[src/rtl/switch_reader.sv]
// Slide-switch / push-button MMIO read port: 2-flop sync, optional per-bit debounce
// (enabled by `SW_DEBOUNCE_EN), sticky button-press flags and a registered read path.
module switch_reader #(
  parameter int SW_WIDTH        = 16,
  parameter int BTN_WIDTH       = 5,
  parameter int DEBOUNCE_CYCLES = 1000000
) (
  input  logic                 sw_clk,
  input  logic                 swrst,
  input  logic                 swread,
  input  logic [1:0]           swaddr,
  input  logic [SW_WIDTH-1:0]  sw_in,
  input  logic [BTN_WIDTH-1:0] btn_in,
  output logic [15:0]          swrdata,
  output logic                 swrvalid,
  output logic                 btn_event
);

  localparam int N = SW_WIDTH + BTN_WIDTH;

  logic [N-1:0]         meta;
  logic [N-1:0]         sync;
  logic [N-1:0]         stable;
  logic [SW_WIDTH-1:0]  sw_stable;
  logic [BTN_WIDTH-1:0] btn_stable;
  logic [BTN_WIDTH-1:0] btn_prev;
  logic [BTN_WIDTH-1:0] flags;
  logic [BTN_WIDTH-1:0] rise;
  logic [BTN_WIDTH-1:0] flag_next;
  logic                 rd_clear;
  logic [15:0]          rd_mux;

  always_ff @(posedge sw_clk) begin
    if (swrst) begin
      meta <= '0;
      sync <= '0;
    end else begin
      meta <= {btn_in, sw_in};
      sync <= meta;
    end
  end

`ifdef SW_DEBOUNCE_EN
  localparam int CW = $clog2(DEBOUNCE_CYCLES);
  localparam logic [CW-1:0] TERM = CW'(DEBOUNCE_CYCLES - 1);

  logic [CW-1:0] cnt [N];

  // Counter runs only while sync disagrees with stable; any agreement restarts it.
  always_ff @(posedge sw_clk) begin
    if (swrst) begin
      stable <= '0;
      for (int i = 0; i < N; i++) cnt[i] <= '0;
    end else begin
      for (int i = 0; i < N; i++) begin
        if (sync[i] == stable[i]) begin
          cnt[i] <= '0;
        end else if (cnt[i] == TERM) begin
          stable[i] <= sync[i];
          cnt[i]    <= '0;
        end else begin
          cnt[i] <= cnt[i] + 1'b1;
        end
      end
    end
  end
`else
  always_ff @(posedge sw_clk) begin
    if (swrst) stable <= '0;
    else       stable <= sync;
  end
`endif

  assign sw_stable  = stable[SW_WIDTH-1:0];
  assign btn_stable = stable[N-1:SW_WIDTH];

  // A rise in the clearing cycle is OR-ed in after the clear, so set wins.
  always_comb begin
    rise      = btn_stable & ~btn_prev;
    rd_clear  = swread && (swaddr == 2'b10);
    flag_next = (rd_clear ? '0 : flags) | rise;
  end

  always_comb begin
    rd_mux = '0;
    case (swaddr)
      2'b00:   rd_mux[SW_WIDTH-1:0]  = sw_stable;
      2'b01:   rd_mux[BTN_WIDTH-1:0] = btn_stable;
      2'b10:   rd_mux[BTN_WIDTH-1:0] = flags;
      default: rd_mux = '0;
    endcase
  end

  always_ff @(posedge sw_clk) begin
    if (swrst) begin
      btn_prev  <= '0;
      flags     <= '0;
      btn_event <= 1'b0;
      swrdata   <= '0;
      swrvalid  <= 1'b0;
    end else begin
      btn_prev  <= btn_stable;
      flags     <= flag_next;
      btn_event <= |flag_next;
      swrvalid  <= swread;
      if (swread) swrdata <= rd_mux;
    end
  end

endmodule
[config.mk]
export PLATFORM = sky130hd
export DESIGN_NAME = switch_reader
export DESIGN_NICKNAME = d
export VERILOG_FILES = /design/src/rtl/switch_reader.sv
export SDC_FILE = /design/constraint.sdc
export NUM_CORES = 1
export LEC_CHECK = 0
export CAP_MARGIN = 40
export CORE_UTILIZATION = 51
export DETAILED_ROUTE_END_ITERATION = 6
export GPL_ROUTABILITY_DRIVEN = 0
export GPL_TIMING_DRIVEN = 0
export PLACE_DENSITY_LB_ADDON = 0.25
export SETUP_SLACK_MARGIN = 0.2
export SYNTH_ARGS = -nofsm -noshare
export SYNTH_HDL_FRONTEND = slang
export SYNTH_SLANG_ARGS = --single-unit
[constraint.sdc]
create_clock -name sw_clk -period 1.4 [get_ports sw_clk]
set_clock_uncertainty 0.1 [all_clocks]
set_input_delay 0.28 -clock sw_clk [delete_from_list [all_inputs] [get_ports sw_clk]]
set_output_delay 0.28 -clock sw_clk [all_outputs]
set_load 0.005 [all_outputs]
==> results of run 1 <==
==> placed cells by master (no fill, tap or decap), drive strengths merged <==
cell type,netlist,layout
dfxtp,91,91
nor2b,84,84
clkbuf,10,26
buf,4,24
clkdlybuf4s50,0,21
nor2,20,20
a21oi,16,16
mux2i,5,5
a2bb2oi,5,5
a211oi,5,5
nor3b,1,1
and2b,1,1
nand3b,1,1
or4,1,1
o21ai,1,1
nand2b,1,1
nor4,1,1
a31oi,1,1
nand2,1,1
bufinv,0,1
dlygate4sd2,0,1
==> sequential cells by signal (all words and copies together) (netlist names) <==
register   flops
btn_event      1
btn_prev       5
flags          5
meta          21
stable        21
swrdata       16
swrvalid       1
sync          21
==> final cells by class <==
cell class	count	area, um^2
Sequential cell	91	1840
Timing Repair Buffer	43	360
Clock inverter	1	30.0
Clock buffer	15	176
Multi-Input combinational cell	144	886
Tap cell	70	87.6
Fill cell	424	1720
Buffer	14	70.1
==> power by group through the flow <==
stage | combinational, uW | sequential (uW) | clock (uW)
2_1_floorplan | 145 | 2760 | 0
3_3_place_gp | 264 | 2760 | 0
3_5_place_dp | 267 | 2770 | 0
4_1_cts | 261 | 2710 | 1810
5_1_grt | 297 | 2720 | 1930
6_report | 266 | 2710 | 1760
==> worst register-to-register path, delay by kind of cell, from the launching register on <==
| kind | cells | cell delay, ns |
|---|---|---|
| AOI/OAI and AO/OA | 2 | 0.21 |
| and+or+nand+nor | 1 | 0.53 |
| DFF | 1 | 0.33 |
==> stage by stage <==
step / instances / worst slack [ns] / power (uW) / instance area, um^2
6_report: 378 / 0.101 / 4730 / 3450
5_1_grt: 378 / 0.0534 / 4950 / 3450
4_1_cts: 378 / 0.0744 / 4780 / 3410
3_5_place_dp: 360 / -0.413 / 3040 / 3260
3_3_place_gp: 360 / -0.394 / 3030 / 3260
2_1_floorplan: 249 / 0.186 / 2900 / 2760
==> cell families after synthesis <==
logic type	synth area share (%)
AOI/OAI and AO/OA	6.26
buffers and inverters	2.31
DFF	66.0
muxes	1.81
and+or+nand+nor	23.6
==> routing by layer <==
metal / global-route usage (%) / up-vias / wire length (um)
met5: 0 / - / 0
met2: 23.9 / 41 / 1920
li1: - / 901 / -
met4: 9.26 / 0 / 91
met1: 20.0 / 769 / 1920
met3: 6.75 / 7 / 220
==> repair_timing <==
item                                    CTS  global route
endpoints found under the setup margin   40             8
buffers inserted                          2             0
resized for setup                        86            15
hold buffers                              0             0
pin swaps                                 1             1
==> worst paths after layout <==
kind / start / cells past startpoint / to / slack, ns
worst min register to register: sync[0]$_SDFF_PP0_ / 1 / stable[0]$_SDFF_PP0_ / 0.33
worst min-delay path: swrst / 2 / meta[9]$_SDFF_PP0_ / 0.15
worst max register to register: flags[0]$_SDFF_PP0_ / 3 / btn_event$_SDFF_PP0_ / 0.10
worst max-delay path: flags[0]$_SDFF_PP0_ / 3 / btn_event$_SDFF_PP0_ / 0.10
==> summary.txt, run 1 <==
Status
  – Status: completed

Worst setup path
  – Crit path required time: 1.51 ns
  – CP max stage delay: 0.53 ns
  – WS Path Type: register to register
  – Worst path top cell family by delay: simple AND/OR/NAND/NOR gates
  – Critical path cell sequence: or4_4, o21ai_2, a31oi_1
  – Crit path capture type: register
  – CP max stage cell: or4_4
  – WP data arrival: 1.41 ns
  – Crit start category: register
  – Crit-path max FO: 3
  – Bufs and invs on worst path: 0

CTS
  – Worst-Skew Late Latency: 0.34 ns
  – H-tree level count: 3
  – CTS tree: yes
  – Maximum clock insertion buffer count: 2
  – Reg clk slew, reported paths: 0.08 ns
  – CTS Buf Count: 9
  – Clk root buf: clkbuf_8
  – Clock Sinks: 91

Pwr
  – NetSw: 925 uW
  – Share of total power in the clock network: 37.2%
  – Part of the power in registers: 57.2%
  – Leakage Power: 0.00141 uW
  – VDD IR-drop max: 0.000704 V
  – Switch share: 19.5%
  – Gate power share: 5.6%
  – Pwr dens: 1370 mW/mm^2
  – Internal: 3810 uW

Route
  – Via density: 4.54
  – Routed WL: 4150 um
  – Residual DRC count: 0
  – Post-route ant nets: 0
  – DRT iter0 DRCs: 82
  – Routed length per instance: 11.0 um
  – DRT Pass-1 Iters: 4
  – Total vias in the final route: 1718

Synthesis
  – Warnings from Yosys: 0
  – Library cells used by synthesis: 19
  – Dominant synthesized flop cell: dfxtp_1
  – Post-Syn Instances: 249
  – Register area share after synthesis: 66.0%
  – Syn Area/Cell: 11.1 um^2
  – List of most frequent post-synthesis cells: dfxtp_1, nor2b_1, nor2_1
  – Area leader, netlist: dfxtp_1
  – #FFs+latches synth: 91
  – Post-Syn Nets: 275
  – Post-Syn Area: 0.00276 mm^2
  – EDFF count, synth: 0
  – Post-synth top area share: 66.0%
  – Most common cell in the netlist: dfxtp_1
  – FFs w/ async S/R, synth: 0%
  – Top post-synthesis cells by area: dfxtp_1, nor2b_1, a21oi_1, nor2_1, mux2i_1

Timing
  – Unrepaired setup endpoints after global routing: yes
  – Worst slew margin: 67.0%
  – Min Hold Slack: 0.152 ns
  – Max frequency: 770 MHz
  – Setup TNS: 0 ns
  – Fin. Hold Viols: 0
  – Slew @ Worst Pin: 0.495 ns
  – Crit path time final: 1.30 ns
  – Slew Viols, Final: 0
  – Period utilization: 92.8%
  – Setup Viol. Count Final: 0

Final layout
  – Layout cells sized above 1: 19.2%
  – Layout Nets: 329
  – Final core utilization: 66.7%
  – Area Overhead vs Synth: 25.1%
  – N_diodes: 0

Floorplanning
  – Chip height: 75.6 um
  – FP Rows: 26
  – Total core area: 0.00517 mm^2
  – Die W: 75.6 um
  – Initial Util: 53.4%
  – Die area: 0.00571 mm^2
  – I/O Pins: 44

Global routing
  – Grt ovf: 0
  – Total GRT Usage: 16.2%
  – Largest net degree at the start of global routing: 14
  – Number of global-route vias before repair: 1434
  – First-pass GRT wire length: 6470 um
  – Initial antenna violation count: 0

Place
  – Port Buffers: 41
  – DPL Wire Length: 2740 um

Min path
  – Hold Crit Class: input port to register

Flow run
  – Max-Cap Viols: 0
Note: power is estimated with default switching activity, not from simulation.
==> inputs of run 2 (changes only) <==
- CELL_PAD_IN_SITES_DETAIL_PLACEMENT: unset -> 1
- CELL_PAD_IN_SITES_GLOBAL_PLACEMENT: unset -> 1
- CORE_UTILIZATION: 51 -> 41
==> run 2 against run 1 <==
- fmax shrank 0.86%
- cell area grew 0.36%
- clock-buffer cell count shrank 3
- clock power grew 9%
- critical endpoint unchanged
- final cell count grew 1.9%
- the flow now finishes with violations (design-rule violations)
- critical path type unchanged
==> summary.txt, run 2 (synthesized netlist as in run 1, its figures left out) <==
Status
  – Status: finished, violations left
  – Violated checks: design-rule violations

Timing
  – Fin. Hold Viols: 0 (unchanged)
  – Setup Viol. Count Final: 0 (unchanged)
  – Slew Viols, Final: 0 (unchanged)
  – Crit path time final: 1.31 ns (+0.0112 ns)
  – Worst slew margin: 66.9% (about the same)
  – Period utilization: 93.6% (+0.80 points)
  – Unrepaired setup endpoints after global routing: yes
  – Slew @ Worst Pin: 0.496 ns (+0.00100 ns)
  – Setup WS post-layout: 0.0901 ns (-0.0112 ns)
  – Max frequency: 763 MHz (-0.86%)
  – Min Hold Slack: 0.159 ns (+0.00729 ns)

Final layout
  – Sequential cell area: 0.00184 mm^2 (about the same)
  – Most frequent cells in the layout: nor2b_1, dfxtp_1, clkdlybuf4s50_1, nor2_1, dfxtp_2
  – Commonest non-fill, non-tap cell in the layout: nor2b_1
  – Layout Cells excl Fill: 385 (+1.9%)
  – Finished Cell Area: 0.00346 mm^2 (+0.36%)
  – Layout Nets: 329 (unchanged)
  – Layout cells sized above 1: 19.5% (+0.32 points)
  – Area of the multi-input gates: 886 um^2 (unchanged)
  – Area Overhead vs Synth: 25.5%
  – N_diodes: 0 (unchanged)
  – Final core utilization: 53.9% (-13 points)
  – Fillers: 711 (+68%)
  – Biggest regs: meta: 21 flops, stable: 21 flops, sync: 21 flops

Min path
  – Hold Crit Class: input port to register

Place
  – Pre-CTS setup slack: -0.463 ns (-0.0506 ns)
  – # placed instances: 367 (+1.9%)
  – Placed Area: 0.00327 mm^2 (+0.27%)
  – Port Buffers: 41 (unchanged)
  – DPL Wire Length: 3630 um (+32%)

Route
  – Routed WL: 5110 um (+23%)
  – DRT iter0 DRCs: 57 (-30%)
  – Post-route ant nets: 0 (unchanged)
  – Total vias in the final route: 1765 (+2.7%)
  – Routed length per instance: 13.3 um (+21%)
  – DRT Pass-1 Iters: 6 (+2)
  – Residual DRC count: 9 (+9)
  – Via density: 4.58 (+0.87%)

Worst setup path
  – Crit-path max FO: 2 (-1)
  – Critical path cell sequence: or4_4, o21ai_2, a31oi_1
  – Crit path required time: 1.51 ns (about the same)
  – WS Path Type: register to register
  – Crit start category: register
  – CP max stage delay: 0.52 ns (about the same)
  – Crit path capture type: register
  – CP max stage cell: or4_4
  – WP data arrival: 1.42 ns (about the same)

Pwr
  – VDD IR-drop max: 0.000785 V (+12%)
  – Leakage Power: 0.00141 uW (+0.24%)
  – Pwr dens: 1410 mW/mm^2 (+3.1%)

Floorplanning
  – I/O Pins: 44 (unchanged)
  – Initial Util: 43.0% (-10 points)
  – Die W: 84.1 um (+11%)
  – FP Rows: 29 (+12%)
  – Die area: 0.00706 mm^2 (+24%)
  – Chip height: 84.1 um (+11%)
  – Total core area: 0.00642 mm^2 (+24%)

CTS
  – CTS tree: yes
  – Worst-Skew Late Latency: 0.34 ns (about the same)
  – Reg clk slew, reported paths: 0.08 ns (about the same)
  – Clk root buf: clkbuf_8
  – H-tree level count: 3 (unchanged)
  – CTS Buf Count: 9 (unchanged)
  – Clock Sinks: 91 (unchanged)
  – Maximum clock insertion buffer count: 2 (unchanged)

Global routing
  – Largest net degree at the start of global routing: 15 (+1)
  – Initial antenna violation count: 0 (unchanged)
  – Grt ovf: 0 (unchanged)
  – First-pass GRT wire length: 8590 um (+33%)
  – Total GRT Usage: 16.0% (-0.18 points)
  – Number of global-route vias before repair: 1805 (+26%)

Flow run
  – Max-Cap Viols: 0 (unchanged)
[run 2: changes by cell type in the layout (fill, tap and decap cells not counted), sizes merged]
cell	previous run	this run
clkbuf	26	24
clkinv	0	2
bufinv	1	2
buf	24	23
[run 2: power breakdown]
| group | internal [uW] | switching, uW |
|---|---|---|
| sequential | 2680 | 28.3 |
| combinational | 152 | 119 |
| clock | 1060 | 863 |
[run 2: final timing paths]
path / slack, ns / cells past startpoint / end / startpoint
min: 0.16 / 2 / meta[9]$_SDFF_PP0_ / swrst
min reg2reg: 0.33 / 1 / sync[2]$_SDFF_PP0_ / meta[2]$_SDFF_PP0_
max: 0.09 / 3 / btn_event$_SDFF_PP0_ / flags[0]$_SDFF_PP0_
max reg2reg: 0.09 / 3 / btn_event$_SDFF_PP0_ / flags[0]$_SDFF_PP0_
[run 2: layout make-up]
type	instances	share of cell area (%)
clock buffer	12	4.19
multi-input combinational	144	25.6
tap	77	2.78
clock inverter	4	2.13
sequential	91	53.2
timing repair buffer	43	10.0
buffer	14	2.09
[run 2: through the flow]
stage	TNS (ns)	power, uW
2_1_floorplan	0	2900
3_3_place_gp	-7.14	3030
3_5_place_dp	-8.06	3050
4_1_cts	0	4950
5_1_grt	0	5110
6_report	0	4900
[run 2: what timing repair did]
| item | CTS | global route |
|---|---|---|
| hold buffers | 0 | 0 |
| resized for setup | 91 | 10 |
| pin swaps | 1 | 1 |
| endpoints found under the setup margin | 40 | 20 |
| setup buffers | 1 | 1 |
[run 2: critical path: cells and delay by family (launching register included)]
kind	cells	cell delay, ns
simple gates	1	0.52
compound gates	2	0.23
flops	1	0.33
[run 2: metal layers]
layer / share of wire (%) / track usage (%)
met5: 0 / 0
met1: 46 / 19.3
met4: 2.0 / 7.05
met3: 3.5 / 5.14
met2: 49 / 26.2
==> inputs of run 3 (changes only) <==
- CORE_UTILIZATION: 41 -> 51
- DONT_BUFFER_PORTS: unset -> 1
- clock period: 1.4 -> 1.66 ns (I/O delays scaled with it)
==> run 3 against run 2 <==
- the run now ends clean
- sequential share of layout area rose by 6.3 points
- total power decreased by 19%
- fmax is 2.8% lower
- hold slack worse by 0.14 ns
- first-iteration DRC count is 30% higher
- critical path depth unchanged
- global-route usage rose by 2.7 points
- critical endpoint unchanged
- largest cell class unchanged
- largest power group unchanged
- highest routed layer unchanged
==> summary.txt, run 3 (synthesized netlist as in run 1, its figures left out) <==
Timing
  – Fin. Hold Viols: 0 (unchanged)
  – Crit path time final: 1.35 ns (+0.0374 ns)
  – Max frequency: 742 MHz (-2.8%)
  – Setup WS post-layout: 0.313 ns (+0.223 ns)
  – Setup TNS: 0 ns (unchanged)
  – Slew @ Worst Pin: 0.516 ns (+0.0202 ns)
  – Period utilization: 81.2% (-12 points)
  – Worst slew margin: 65.6% (-1.3 points)
  – Slew Viols, Final: 0 (unchanged)
  – Setup Viol. Count Final: 0 (unchanged)
  – Min Hold Slack: 0.0162 ns (-0.143 ns)
  – Unrepaired setup endpoints after global routing: no

Worst setup path
  – Crit start category: register
  – Crit-path max FO: 3 (+1)
  – Worst path top cell family by delay: simple AND/OR/NAND/NOR gates
  – Bufs and invs on worst path: 0 (unchanged)
  – Crit path capture type: register
  – CP max stage cell: or4_1
  – WS Path Type: register to register
  – CP max stage delay: 0.52 ns (about the same)
  – WP data arrival: 1.46 ns (+0.04 ns)
  – Critical path cell sequence: or4_1, o21ai_1, a31oi_1
  – Crit path required time: 1.77 ns (+0.26 ns)

Final layout
  – Area Overhead vs Synth: 11.0%
  – N_diodes: 0 (unchanged)
  – Layout cells sized above 1: 6.77% (-13 points)
  – Layout Cells excl Fill: 336 (-13%)
  – Most frequent cells in the layout: dfxtp_1, nor2b_1, nor2_1, a21oi_1, clkbuf_1
  – Biggest regs: meta: 21 flops, stable: 21 flops, sync: 21 flops
  – Fillers: 566 (-20%)
  – Layout Nets: 287 (-13%)
  – Finished Cell Area: 0.00306 mm^2 (-12%)
  – Commonest non-fill, non-tap cell in the layout: dfxtp_1

Global routing
  – First-pass GRT wire length: 7410 um (-14%)
  – Number of global-route vias before repair: 1601 (-11%)
  – Largest net degree at the start of global routing: 14 (-1)
  – Total GRT Usage: 18.7% (+2.7 points)
  – Initial antenna violation count: 0 (unchanged)
  – Grt ovf: 0 (unchanged)

Floorplanning
  – Die area: 0.00571 mm^2 (-19%)
  – I/O Pins: 44 (unchanged)
  – FP Rows: 26 (-10%)
  – Chip height: 75.6 um (-10%)
  – Initial Util: 53.4% (+10 points)
  – Die W: 75.6 um (-10%)
  – Total core area: 0.00517 mm^2 (-19%)

CTS
  – Reg clk slew, reported paths: 0.08 ns (about the same)
  – Post-CTS Setup Bufs: 0 (-1)
  – Post-CTS Resized: 0 (-100%)
  – CTS tree: yes
  – CTS Buf Count: 9 (unchanged)
  – Clk root buf: clkbuf_8
  – CTS Hold Buffers Added: 0 (unchanged)
  – Clock Sinks: 91 (unchanged)
  – H-tree level count: 3 (unchanged)
  – Maximum clock insertion buffer count: 2 (unchanged)
  – Worst-Skew Late Latency: 0.34 ns (about the same)

Pwr
  – NetSw: 804 uW (-20%)
  – Share of total power in the clock network: 38.3% (-0.9 points)
  – Part of the power in registers: 57.8% (+2.5 points)
  – Pwr dens: 1290 mW/mm^2 (-8.7%)
  – Switch share: 20.3% (-0.30 points)
  – Leakage Power: 0.00120 uW (-15%)
  – Gate power share: 3.9% (-1.6 points)
  – VDD IR-drop max: 0.000632 V (-20%)
  – Internal: 3150 uW (-19%)

Place
  – # placed instances: 319 (-13%)
  – Pre-CTS setup slack: 0.276 ns (+0.739 ns)
  – Port Buffers: 0 (-100%)
  – Placed Area: 0.00285 mm^2 (-13%)
  – DPL Wire Length: 3210 um (-11%)

Flow run
  – Max-Cap Viols: 0 (unchanged)

Route
  – Post-route ant nets: 0 (unchanged)
  – Routed length per instance: 14.2 um (+6.7%)
  – Routed WL: 4760 um (-6.9%)
  – Total vias in the final route: 1597 (-9.5%)
  – DRT Pass-1 Iters: 4 (-2)
  – Via density: 4.75 (+3.7%)
  – Residual DRC count: 0 (-9)
  – DRT iter0 DRCs: 74 (+30%)

Status
  – Status: completed

Min path
  – Hold Crit Class: input port to register
## run 3: per-layer routing
metal | share of wire [%] | track usage [%] | up-vias
met5 | 0 | 0 | -
met4 | 1.6 | 9.26 | 0
met3 | 5.1 | 5.95 | 8
met2 | 47 | 29.6 | 42
met1 | 47 | 23.3 | 732
li1 | - | - | 815
## run 3: final timing paths
| path | startpoint | to | slack [ns] | depth (start not counted) |
|---|---|---|---|---|
| hold reg to reg | sync[0]$_SDFF_PP0_ | stable[0]$_SDFF_PP0_ | 0.34 | 1 |
| setup / recovery | flags[0]$_SDFF_PP0_ | btn_event$_SDFF_PP0_ | 0.31 | 3 |
| setup reg to reg | flags[0]$_SDFF_PP0_ | btn_event$_SDFF_PP0_ | 0.31 | 3 |
| hold / removal | btn_in[4] | meta[20]$_SDFF_PP0_ | 0.02 | 1 |
## run 3: power by group through the flow
stage / sequential, uW / clock (uW) / combinational, uW
after floorplan: 2330 / 0 / 122
after global placement: 2330 / 0 / 147
after detailed placement: 2340 / 0 / 152
after CTS: 2290 / 1560 / 155
after global routing: 2290 / 1640 / 173
final: 2290 / 1520 / 154
## run 3: final cells by class
class / instances / area, um^2 / share of cell area [%]
plain buffers: 14 / 63.8 / 2.08
clock buffers: 15 / 176 / 5.76
clock inverters: 1 / 30.0 / 0.980
multi-input cells: 144 / 875 / 28.5
flip-flops and latches: 91 / 1820 / 59.5
well taps: 70 / 87.6 / 2.86
repair buffers: 1 / 10.0 / 0.327
## run 3: through the flow
step | power (uW) | utilization (%)
detailed placement | 2490 | 55.1
floorplan | 2450 | -
finish | 3960 | 59.2
global route | 4110 | 59.2
global placement | 2480 | 55.1
CTS | 4000 | 59.0
